===== src/rtl/weight_pkg.sv =====
// Shared constants and row-slicing helper for the weight store.
// Word 0 of a row bus lives in the MSBs.
package weight_pkg;

   localparam int DATA_SIZE  = 16;
   localparam int SIZE       = 3;
   localparam int LAYER_SIZE = 5;
   localparam int IDX_W      = 32;

   // LSB position of word j in a row of n words of dw bits each
   function automatic int word_lsb(input int j, input int dw, input int n);
      return (n - 1 - j) * dw;
   endfunction

endpackage


===== src/rtl/weight_row.sv =====
// One stored row of weights with write/update priority.
// Write beats update when both target this row.
module weight_row
   import weight_pkg::*;
#(
   parameter int data_size = DATA_SIZE,
   parameter int size      = SIZE
) (
   input  logic                      clk,
   input  logic                      reset,
   input  logic                      wr_en,
   input  logic                      upd_en,
   input  logic [data_size*size-1:0] wr_data,
   input  logic [data_size*size-1:0] dc_dw,
   output logic [data_size*size-1:0] row
);

   logic [data_size*size-1:0] row_d;
   logic [data_size*size-1:0] row_q;

   // next row: write, else wrapping per-word subtract, else hold
   always_comb begin
      row_d = row_q;
      if (wr_en) begin
         row_d = wr_data;
      end else if (upd_en) begin
         for (int j = 0; j < size; j++) begin
            row_d[word_lsb(j, data_size, size) +: data_size] =
               row_q[word_lsb(j, data_size, size) +: data_size]
               - dc_dw[word_lsb(j, data_size, size) +: data_size];
         end
      end
   end

   // row register with synchronous clear
   always_ff @(posedge clk) begin
      if (reset) row_q <= '0;
      else       row_q <= row_d;
   end

   assign row = row_q;

endmodule


===== src/rtl/weight_storage.sv =====
// Layered weight register file: update, read and write ports,
// each accepting one row operation per cycle.
module weight_storage
   import weight_pkg::*;
#(
   parameter int data_size  = DATA_SIZE,
   parameter int size       = SIZE,
   parameter int layer_size = LAYER_SIZE
) (
   input  logic                      clk,
   input  logic                      reset,
   input  logic [IDX_W-1:0]          layer_index,
   input  logic [IDX_W-1:0]          row_index,
   input  logic [data_size*size-1:0] dc_dw,
   input  logic                      is_update,
   input  logic [IDX_W-1:0]          w_layer_index,
   input  logic [IDX_W-1:0]          w_row_index,
   input  logic                      is_read,
   output logic [data_size*size-1:0] w,
   input  logic [IDX_W-1:0]          write_layer_index,
   input  logic [IDX_W-1:0]          write_row_index,
   input  logic [data_size*size-1:0] write_data,
   input  logic                      is_write
);

   localparam int ROWS = layer_size * size;

   logic [data_size*size-1:0] rows [ROWS];
   logic [data_size*size-1:0] w_d;
   logic [data_size*size-1:0] w_q;
   logic                      wr_ok;
   logic                      upd_ok;

   // out-of-range writes and updates are dropped entirely
   assign wr_ok  = is_write
                 && (write_layer_index < IDX_W'(layer_size))
                 && (write_row_index < IDX_W'(size));
   assign upd_ok = is_update
                 && (layer_index < IDX_W'(layer_size))
                 && (row_index < IDX_W'(size));

   for (genvar l = 0; l < layer_size; l++) begin : g_layer
      for (genvar r = 0; r < size; r++) begin : g_row
         logic wr_en;
         logic upd_en;

         assign wr_en  = wr_ok
                       && (write_layer_index == IDX_W'(l))
                       && (write_row_index == IDX_W'(r));
         assign upd_en = upd_ok
                       && (layer_index == IDX_W'(l))
                       && (row_index == IDX_W'(r));

         weight_row #(
            .data_size (data_size),
            .size      (size)
         ) u_row (
            .clk     (clk),
            .reset   (reset),
            .wr_en   (wr_en),
            .upd_en  (upd_en),
            .wr_data (write_data),
            .dc_dw   (dc_dw),
            .row     (rows[l*size+r])
         );
      end
   end

   // read mux: pre-edge contents, zero when the address is out of range
   always_comb begin
      w_d = w_q;
      if (is_read) begin
         w_d = '0;
         for (int l = 0; l < layer_size; l++) begin
            for (int r = 0; r < size; r++) begin
               if ((w_layer_index == IDX_W'(l))
                   && (w_row_index == IDX_W'(r))) begin
                  w_d = rows[l*size+r];
               end
            end
         end
      end
   end

   // read data register, holds while no read is requested
   always_ff @(posedge clk) begin
      if (reset) w_q <= '0;
      else       w_q <= w_d;
   end

   assign w = w_q;

endmodule


===== config.mk =====
export PLATFORM = sky130hd
export DESIGN_NAME = weight_storage
export DESIGN_NICKNAME = d
export VERILOG_FILES = /design/src/rtl/weight_pkg.sv /design/src/rtl/weight_row.sv /design/src/rtl/weight_storage.sv
export SDC_FILE = /design/constraint.sdc
export NUM_CORES = 2
export LEC_CHECK = 0
export ABC_CLOCK_PERIOD_IN_PS = 6000
export BUFFER_PORTS_ARGS = -buffer_cell sky130_fd_sc_hd__buf_2
export CAP_MARGIN = 5
export CORE_MARGIN = 3
export CORE_UTILIZATION = 30
export CTS_CLUSTER_DIAMETER = 40
export DETAILED_ROUTE_END_ITERATION = 8
export HOLD_SLACK_MARGIN = 0.12
export PLACE_DENSITY_LB_ADDON = 0.05
export REMOVE_ABC_BUFFERS = 1
export SYNTH_ARGS = -nofsm -noshare
export SYNTH_HDL_FRONTEND = slang
export SYNTH_SLANG_ARGS = --single-unit

===== constraint.sdc =====
create_clock -name clk -period 6 [get_ports clk]
set_input_delay 1.8 -clock clk [delete_from_list [all_inputs] [get_ports clk]]
set_output_delay 1.8 -clock clk [all_outputs]
set_load 0.01 [all_outputs]

; After elaboration in Yosys (flattened, before gate mapping)
; Index checks and enable logic that the tools add are counted.
; W data, S select, Z words.
[op_classes]
mux = 45
n_lt_le_gt_ge = 4
n_eq_ne = 18
n_reduce_logical = 80
add_sub_neg = 45
[op_table]
columns = op, count
row1 = $mux W48, 45
row2 = $sub A16 B16 Y16, 45
row3 = $eq A32 B2 Y1 const B, 9
row4 = $eq A32 B1 Y1 const B, 6
row5 = $logic_not A32 Y1, 6
row6 = $eq A32 B3 Y1 const B, 3
row7 = $lt A32 B2 Y1 const B, 2
row8 = $lt A32 B3 Y1 const B, 2
row9 = $logic_and A1 B1 Y1, 59
row10 = $reduce_bool A2 Y1, 15
[totals]
elab_cells = 208
output_inout_bits = 48
register_bits = 768
input_bits = 293

; Depth between registers and ports, before layout
[depth]
word_depth = 17
depth_mapped = 14
depth_no_buf = 13

; Modules after synthesis
; Synthesis repeated with hierarchy kept, for this count alone.
[hier_totals]
hier_cells = 10233
hier_area_um2 = 74446.4
[by_module_without_submodules]
columns = mod, n_inst, seq_area_each_um2, area_per_inst_um2, cells_per_inst
row1 = weight_row (g_layer[0].g_row[0].u_row ...), 8, 960.9, 4335.4, 590
row2 = weight_row (g_layer[3].g_row[0].u_row ...), 3, 960.9, 4626.9, 628
row3 = weight_storage, 1, 960.9, 8271.7, 1275
row4 = weight_row (g_layer[4].g_row[0].u_row), 1, 960.9, 4578.1, 627
row5 = weight_row (g_layer[0].g_row[1].u_row), 1, 960.9, 4441.8, 589
row6 = weight_row (g_layer[4].g_row[1].u_row), 1, 960.9, 4326.6, 584
row7 = weight_row (g_layer[4].g_row[2].u_row), 1, 960.9, 4264.1, 554

; Least setup slack after synthesis
; OpenSTA, ideal clock, no wires.
[synth_path]
path_kind = in2reg
from = in write_layer_index[4]
to = reg g_layer[3].g_row[0].u_row.row_q[34]
arrival_time_ns = 4.208
t_required_ns = 5.855
slack_ns = 1.647
stages = 9
path_buffers = 2
setup_ns = 0.145
cell_sequence = or4b_1 -> or4_1 -> nor4_4 -> nand4_2 -> or3_1 -> buf_2 -> buf_2 -> nor2_1 -> a211oi_2
[synth_between]
elab_chain_len = 6
elab_cells_between_ends = 8
cone_classes = order compare: 1 / eq/ne: 1 / mux: 1 / reduce/logical: 5
[synth_rtl]
columns = element, line_no
row1 = start: declaration, weight_storage.sv:20  ; input logic [IDX_W-1:0] write_layer_index,
row2 = $lt A32 B3 Y1, weight_storage.sv:36  ; && (write_layer_index < IDX_W'(layer_size))
row3 = $logic_and A1 B1 Y1, weight_storage.sv:36
row4 = $logic_and A1 B1 Y1, weight_storage.sv:37  ; && (write_row_index < IDX_W'(size));
row5 = $logic_and A1 B1 Y1 (*), weight_storage.sv:48  ; && (write_layer_index == IDX_W'(l))
row6 = $logic_and A1 B1 Y1 (*), weight_storage.sv:49  ; && (write_row_index == IDX_W'(r));
row7 = $mux W48 or $reduce_bool A2 Y1 (tied branches), n/a
row8 = end signal: assignment, weight_row.sv:38  ; else row_q <= row_d;
row9 = end: declaration, weight_row.sv:19  ; logic [data_size*size-1:0] row_q;
; Every way passes the cells marked *; elsewhere a longest branch is shown, timed or not.
; A chain may end at the register's enable or synchronous reset.

; Worst setup path after layout
[layout_path]
from = in w_row_index[4]
to = reg w_q[22] (netlist: w[22])
[layout_between]
elab_chain_len = 17
elab_cells_between_ends = 33
cone_classes = eq/ne: 2 / mux: 15 / reduce/logical: 16
[layout_rtl]
columns = element, line_no
row1 = start: declaration, weight_storage.sv:17  ; input logic [IDX_W-1:0] w_row_index,
row2 = $logic_not A32 Y1, weight_storage.sv:77  ; && (w_row_index == IDX_W'(r))) begin
row3 = $logic_and A1 B1 Y1, weight_storage.sv:77
row4 = $mux W48 (14 in series), weight_storage.sv:76  ; if ((w_layer_index == IDX_W'(l))
row5 = $mux W48 (*), weight_storage.sv:76
row6 = end signal: assignment, weight_storage.sv:88  ; else w_q <= w_d;
row7 = end: declaration, weight_storage.sv:30  ; logic [data_size*size-1:0] w_q;
; Marks and branches as above.

==> flow_summary.html <==
<table>
<tr><th>Metric</th><th>Value</th></tr>
<tr><th colspan="2">Synth</th></tr>
<tr><td>Main flop type after synthesis</td><td>sky130_fd_sc_hd__dfxtp_1</td></tr>
<tr><td>Yosys top cell area share</td><td>0.228</td></tr>
<tr><td>Average size of a mapped cell</td><td>7.43 sq um</td></tr>
<tr><td>Number of register bits inferred by synthesis</td><td>768</td></tr>
<tr><td>Post-synthesis cell area</td><td>67500 sq um</td></tr>
<tr><td>Library cells used by synthesis</td><td>77</td></tr>
<tr><td>Number of warning messages in the yosys log</td><td>0</td></tr>
<tr><td>Post-Synthesis Cells</td><td>9084</td></tr>
<tr><td>Post-synth EDFFs</td><td>0</td></tr>
<tr><td>Proportion of synthesized flip-flops having asynchronous set or reset</td><td>0</td></tr>
<tr><td>Leading cell types by total area after synthesis</td><td>sky130_fd_sc_hd__dfxtp_1, sky130_fd_sc_hd__ha_1, sky130_fd_sc_hd__nor2_1, sky130_fd_sc_hd__o21ai_0, sky130_fd_sc_hd__a21oi_1</td></tr>
<tr><td>Synth area leader</td><td>sky130_fd_sc_hd__dfxtp_1</td></tr>
<tr><td>Proportion of synthesized chip area in sequential cells</td><td>0.228</td></tr>
<tr><th colspan="2">Finish</th></tr>
<tr><td>Area of all placed cells without fillers</td><td>82200 sq um</td></tr>
<tr><td>Proportion of layout cells with a drive suffix above 1</td><td>0.130</td></tr>
<tr><td>Final instance count without filler cells</td><td>12600</td></tr>
<tr><td>Count of nets after finishing</td><td>10400</td></tr>
<tr><td>Area overhead of the layout relative to synthesis</td><td>21.8%</td></tr>
<tr><th colspan="2">Detailed routing</th></tr>
<tr><td>Detailed-routing iteration count for the pre-antenna-repair pass</td><td>7</td></tr>
<tr><td>Total routed wirelength</td><td>~370 mm</td></tr>
<tr><td>Detail-routed net length per standard cell</td><td>~30 um</td></tr>
<tr><td>Via Count</td><td>73800</td></tr>
<tr><td>Count of nets left with antenna violations after detail routing</td><td>0</td></tr>
<tr><td>DR DRC count</td><td>0</td></tr>
<tr><td>Number of violations reported at the end of detailed-routing iteration 0</td><td>8282</td></tr>
<tr><td>Vias per cell</td><td>5.85</td></tr>
<tr><th colspan="2">Power</th></tr>
<tr><td>Maximum VDD drop</td><td>around 0.00025 V</td></tr>
<tr><td>Static Leakage</td><td>around 33 nW</td></tr>
<tr><td>Power per Cell Area</td><td>247 nW/um^2</td></tr>
<tr><th colspan="2">Setup path</th></tr>
<tr><td>Critical Path Fanout Max</td><td>16</td></tr>
<tr><td>Dominant delay contributor by cell family on the critical path</td><td>simple AND/OR/NAND/NOR gates</td></tr>
<tr><td>Buffers &amp; Inverters on Critical Path</td><td>3</td></tr>
<tr><td>Critical-path top delay cell</td><td>sky130_fd_sc_hd__a2111oi_2</td></tr>
<tr><td>Origin of the critical flop-to-flop path</td><td>g_layer[2].g_row[0].u_row.row[32]</td></tr>
<tr><td>Stage delay of the slowest cell on the critical path</td><td>0.87 ns</td></tr>
<tr><td>Crit Path Category</td><td>primary input to register</td></tr>
<tr><td>Critical path cell sequence</td><td>buf_2 -&gt; nor4_1 -&gt; nand2_1 -&gt; nor2_1 -&gt; and4_2 -&gt; buf_12 -&gt; buf_4 -&gt; a22oi_1 -&gt; nand3_1 -&gt; a2111oi_2 -&gt; nor3_1 -&gt; or3_1</td></tr>
<tr><td>Required time reported for the critical path endpoint</td><td>6.75 ns</td></tr>
<tr><td>Data arrival time of the critical path</td><td>~5.6 ns</td></tr>
<tr><td>Critical Path Sink Type</td><td>register</td></tr>
<tr><td>Startpoint of the worst setup timing path</td><td>w_row_index[4]</td></tr>
<tr><td>Startpoint types</td><td>primary input</td></tr>
<tr><th colspan="2">Clock tree</th></tr>
<tr><td>CTS-repair resized insts</td><td>0</td></tr>
<tr><td>Clock slew at reported path FFs</td><td>0.04 ns</td></tr>
<tr><td>Count of buffers added by post-CTS timing repair for setup</td><td>0</td></tr>
<tr><td>Num Clock Sinks</td><td>768</td></tr>
<tr><td>Bufs on Longest Clock Path</td><td>3</td></tr>
<tr><td>Clock H-tree levels</td><td>4</td></tr>
<tr><td>TritonCTS clock tree</td><td>built</td></tr>
<tr><td>Number of buffers inserted by hold repair at cts</td><td>0</td></tr>
<tr><td>Clock tree root buffer cell</td><td>sky130_fd_sc_hd__clkbuf_16</td></tr>
<tr><td>TritonCTS Buffers</td><td>241</td></tr>
<tr><td>Clock network latency to the later pin of the worst-skew pair</td><td>0.89 ns</td></tr>
<tr><th colspan="2">STA</th></tr>
<tr><td>Setup repair after global routing missed its margin</td><td>no</td></tr>
<tr><td>Headroom to the max-slew limit</td><td>0.180</td></tr>
<tr><td>Total count of hold-check failures in the final report</td><td>0</td></tr>
<tr><td>Post-route worst setup slack</td><td>roughly 1.2 ns</td></tr>
<tr><td>Final Skew</td><td>approximately 0.079 ns</td></tr>
<tr><td>Slew @ Worst Pin</td><td>1.23 ns</td></tr>
<tr><td>Worst slack on hold paths</td><td>approximately 0.48 ns</td></tr>
<tr><td>Final max-slew violation count</td><td>0</td></tr>
<tr><td>Final period utilization</td><td>0.803</td></tr>
<tr><td>Final critical delay including setup and external delays</td><td>4.82 ns</td></tr>
<tr><td>Final setup vio count</td><td>0</td></tr>
<tr><td>Upper clock frequency limit</td><td>roughly 210 MHz</td></tr>
<tr><th colspan="2">Floorplan</th></tr>
<tr><td>Effective utilization at floorplan</td><td>0.303</td></tr>
<tr><td>Die Outline Area</td><td>231000 sq um</td></tr>
<tr><td>I/O pins</td><td>341</td></tr>
<tr><td>Die Ht</td><td>slightly below 500 um</td></tr>
<tr><td>Number of placement rows</td><td>173</td></tr>
<tr><td>Horizontal extent of the die</td><td>480 um</td></tr>
<tr><td>Placeable core region</td><td>223000 sq um</td></tr>
<tr><th colspan="2">Global route</th></tr>
<tr><td>Overflow left after global routing</td><td>0</td></tr>
<tr><td>Gr usage total</td><td>0.309</td></tr>
<tr><td>Antenna violations before repair</td><td>36</td></tr>
<tr><td>Number of global-route vias before repair</td><td>67500</td></tr>
<tr><td>Global-route wire length before repair</td><td>516 mm</td></tr>
<tr><td>Pin count of the biggest net entering global routing</td><td>around 140</td></tr>
<tr><th colspan="2">Outcome</th></tr>
<tr><td>Run status</td><td>completed</td></tr>
<tr><th colspan="2">Place</th></tr>
<tr><td>Final weighted congestion in routability-driven placement</td><td>0.948</td></tr>
<tr><td>Instance count after placement with tap cells included</td><td>12100</td></tr>
<tr><td>Worst slack after detailed placement</td><td>0.412 ns</td></tr>
<tr><td>Placed cell area</td><td>73500 sq um</td></tr>
<tr><td>Port Buffers</td><td>340</td></tr>
<tr><td>Placed wire-length estimate after detailed placement</td><td>273 mm</td></tr>
<tr><th colspan="2">Flow run</th></tr>
<tr><td>Max-capacitance violation count</td><td>0</td></tr>
<tr><th colspan="2">Hold path</th></tr>
<tr><td>Hold Path Origin</td><td>w[15]</td></tr>
<tr><td>HP Class</td><td>register to register</td></tr>
</table>
final timing paths:
check                                                    endpoint  slack (ns)  cells after the start
worst min register to register                              w[15]        0.48                      2
worst max-delay path                                        w[22]        1.18                     12
worst max register to register  g_layer[2].g_row[0].u_row.row[46]        2.36                     13
worst min-delay path                                        w[15]        0.48                      2
routing by layer:
metal	share of wire	up-vias	wire length, um	global-route usage
met1	0.46	35700	171000	0.443
met4	0.035	8	13200	0.105
met5	0.00013	-	50	0
met2	0.42	3249	154000	0.454
met3	0.090	557	33500	0.0648
li1	-	34300	-	-
worst min-delay path: cells and delay by family (launching register included):
kind,cells,cell delay (ns)
and+or+nand+nor,2,0.14
DFF,1,0.30
where the power goes:
part	switching, mW	internal (mW)	leakage (nW)
logic	1.04	0.529	22.5
clock network	4.18	9.42	4.28
registers	0.0153	5.13	6.19
Yosys cell counts, types with 30 or more instances:
cell,count
sky130_fd_sc_hd__a222oi_1,31
sky130_fd_sc_hd__nand2b_1,120
sky130_fd_sc_hd__nor3_1,422
sky130_fd_sc_hd__o21a_1,98
sky130_fd_sc_hd__nor2b_1,138
sky130_fd_sc_hd__o21ai_0,694
sky130_fd_sc_hd__ha_1,675
sky130_fd_sc_hd__nor4_1,67
sky130_fd_sc_hd__o211ai_1,183
sky130_fd_sc_hd__clkbuf_1,447
sky130_fd_sc_hd__a21o_1,46
sky130_fd_sc_hd__nand2_1,795
sky130_fd_sc_hd__a211oi_2,78
sky130_fd_sc_hd__xor2_1,203
sky130_fd_sc_hd__mux2i_1,79
sky130_fd_sc_hd__a221oi_1,67
sky130_fd_sc_hd__a211oi_1,428
sky130_fd_sc_hd__a31o_2,41
sky130_fd_sc_hd__o31a_1,92
sky130_fd_sc_hd__buf_2,47
sky130_fd_sc_hd__and3_1,64
sky130_fd_sc_hd__fa_1,45
sky130_fd_sc_hd__a22o_1,52
sky130_fd_sc_hd__inv_1,232
sky130_fd_sc_hd__a31oi_1,57
sky130_fd_sc_hd__o22ai_1,30
sky130_fd_sc_hd__o2111ai_1,44
sky130_fd_sc_hd__xnor2_1,298
sky130_fd_sc_hd__nand3_1,225
sky130_fd_sc_hd__or3_1,122
sky130_fd_sc_hd__a22oi_1,73
sky130_fd_sc_hd__dfxtp_1,768
sky130_fd_sc_hd__a21oi_1,673
sky130_fd_sc_hd__nor2_1,1234
sky130_fd_sc_hd__a41oi_1,32
sky130_fd_sc_hd__nand4_1,45
state kept, by name, summed over array words and instances (netlist names):
name                     cells
w                           48
g_layer.g_row.u_row.row    720
layout by cell type, fill, tap and decap left out, drive strengths merged, types with 52 or more instances in the layout:
cell and instances:
a211oi 506, a21oi 673, a221oi 67, a22o 52
a22oi 73, a31oi 57, and3 64, buf 610
clkbuf 341, clkinv 67, dfxtp 768, ha 675
inv 234, mux2i 79, nand2 795, nand2b 121
nand3 226, nor2 1237, nor2b 138, nor3 424
nor4 70, o211ai 183, o21a 98, o21ai 709
o31a 92, or3 123, xnor2 298, xor2 203
stage by stage:
| stage | power, mW | setup TNS (ns) | util |
|---|---|---|---|
| after global placement | 6.77 | -0.525 | 0.330 |
| after detailed placement | 6.78 | 0 | 0.330 |
| after global routing | 20.9 | 0 | 0.369 |
| final | 20.3 | 0 | 0.369 |
| after floorplan | 6.02 | 0 | - |
| after CTS | 20.5 | 0 | 0.369 |
area by class of cell:
cell class / instances / area (sq um)
timing repair buffer: 610 / 4040
tap: 2975 / 3720
multi-input combinational: 7558 / 49500
clock inverter: 108 / 1670
sequential: 768 / 15400
antenna: 20 / 50.0
inverter: 232 / 871
fill: 23500 / 141000
clock buffer: 341 / 7030
cell families (layout without fill, tap and decap cells):
| logic type | Yosys count | count (layout) | synth area share |
|---|---|---|---|
| compound gates | 2897 | 2897 | 0.285 |
| xor+xnor | 501 | 501 | 0.0650 |
| fa+ha+maj | 720 | 720 | 0.138 |
| buf+inv | 758 | 1291 | 0.0444 |
| flops | 768 | 768 | 0.228 |
| mux | 79 | 79 | 0.0117 |
| other cells | 0 | 20 | 0 |
| simple gates | 3361 | 3361 | 0.227 |
Note: power is estimated with default switching activity, not from simulation.
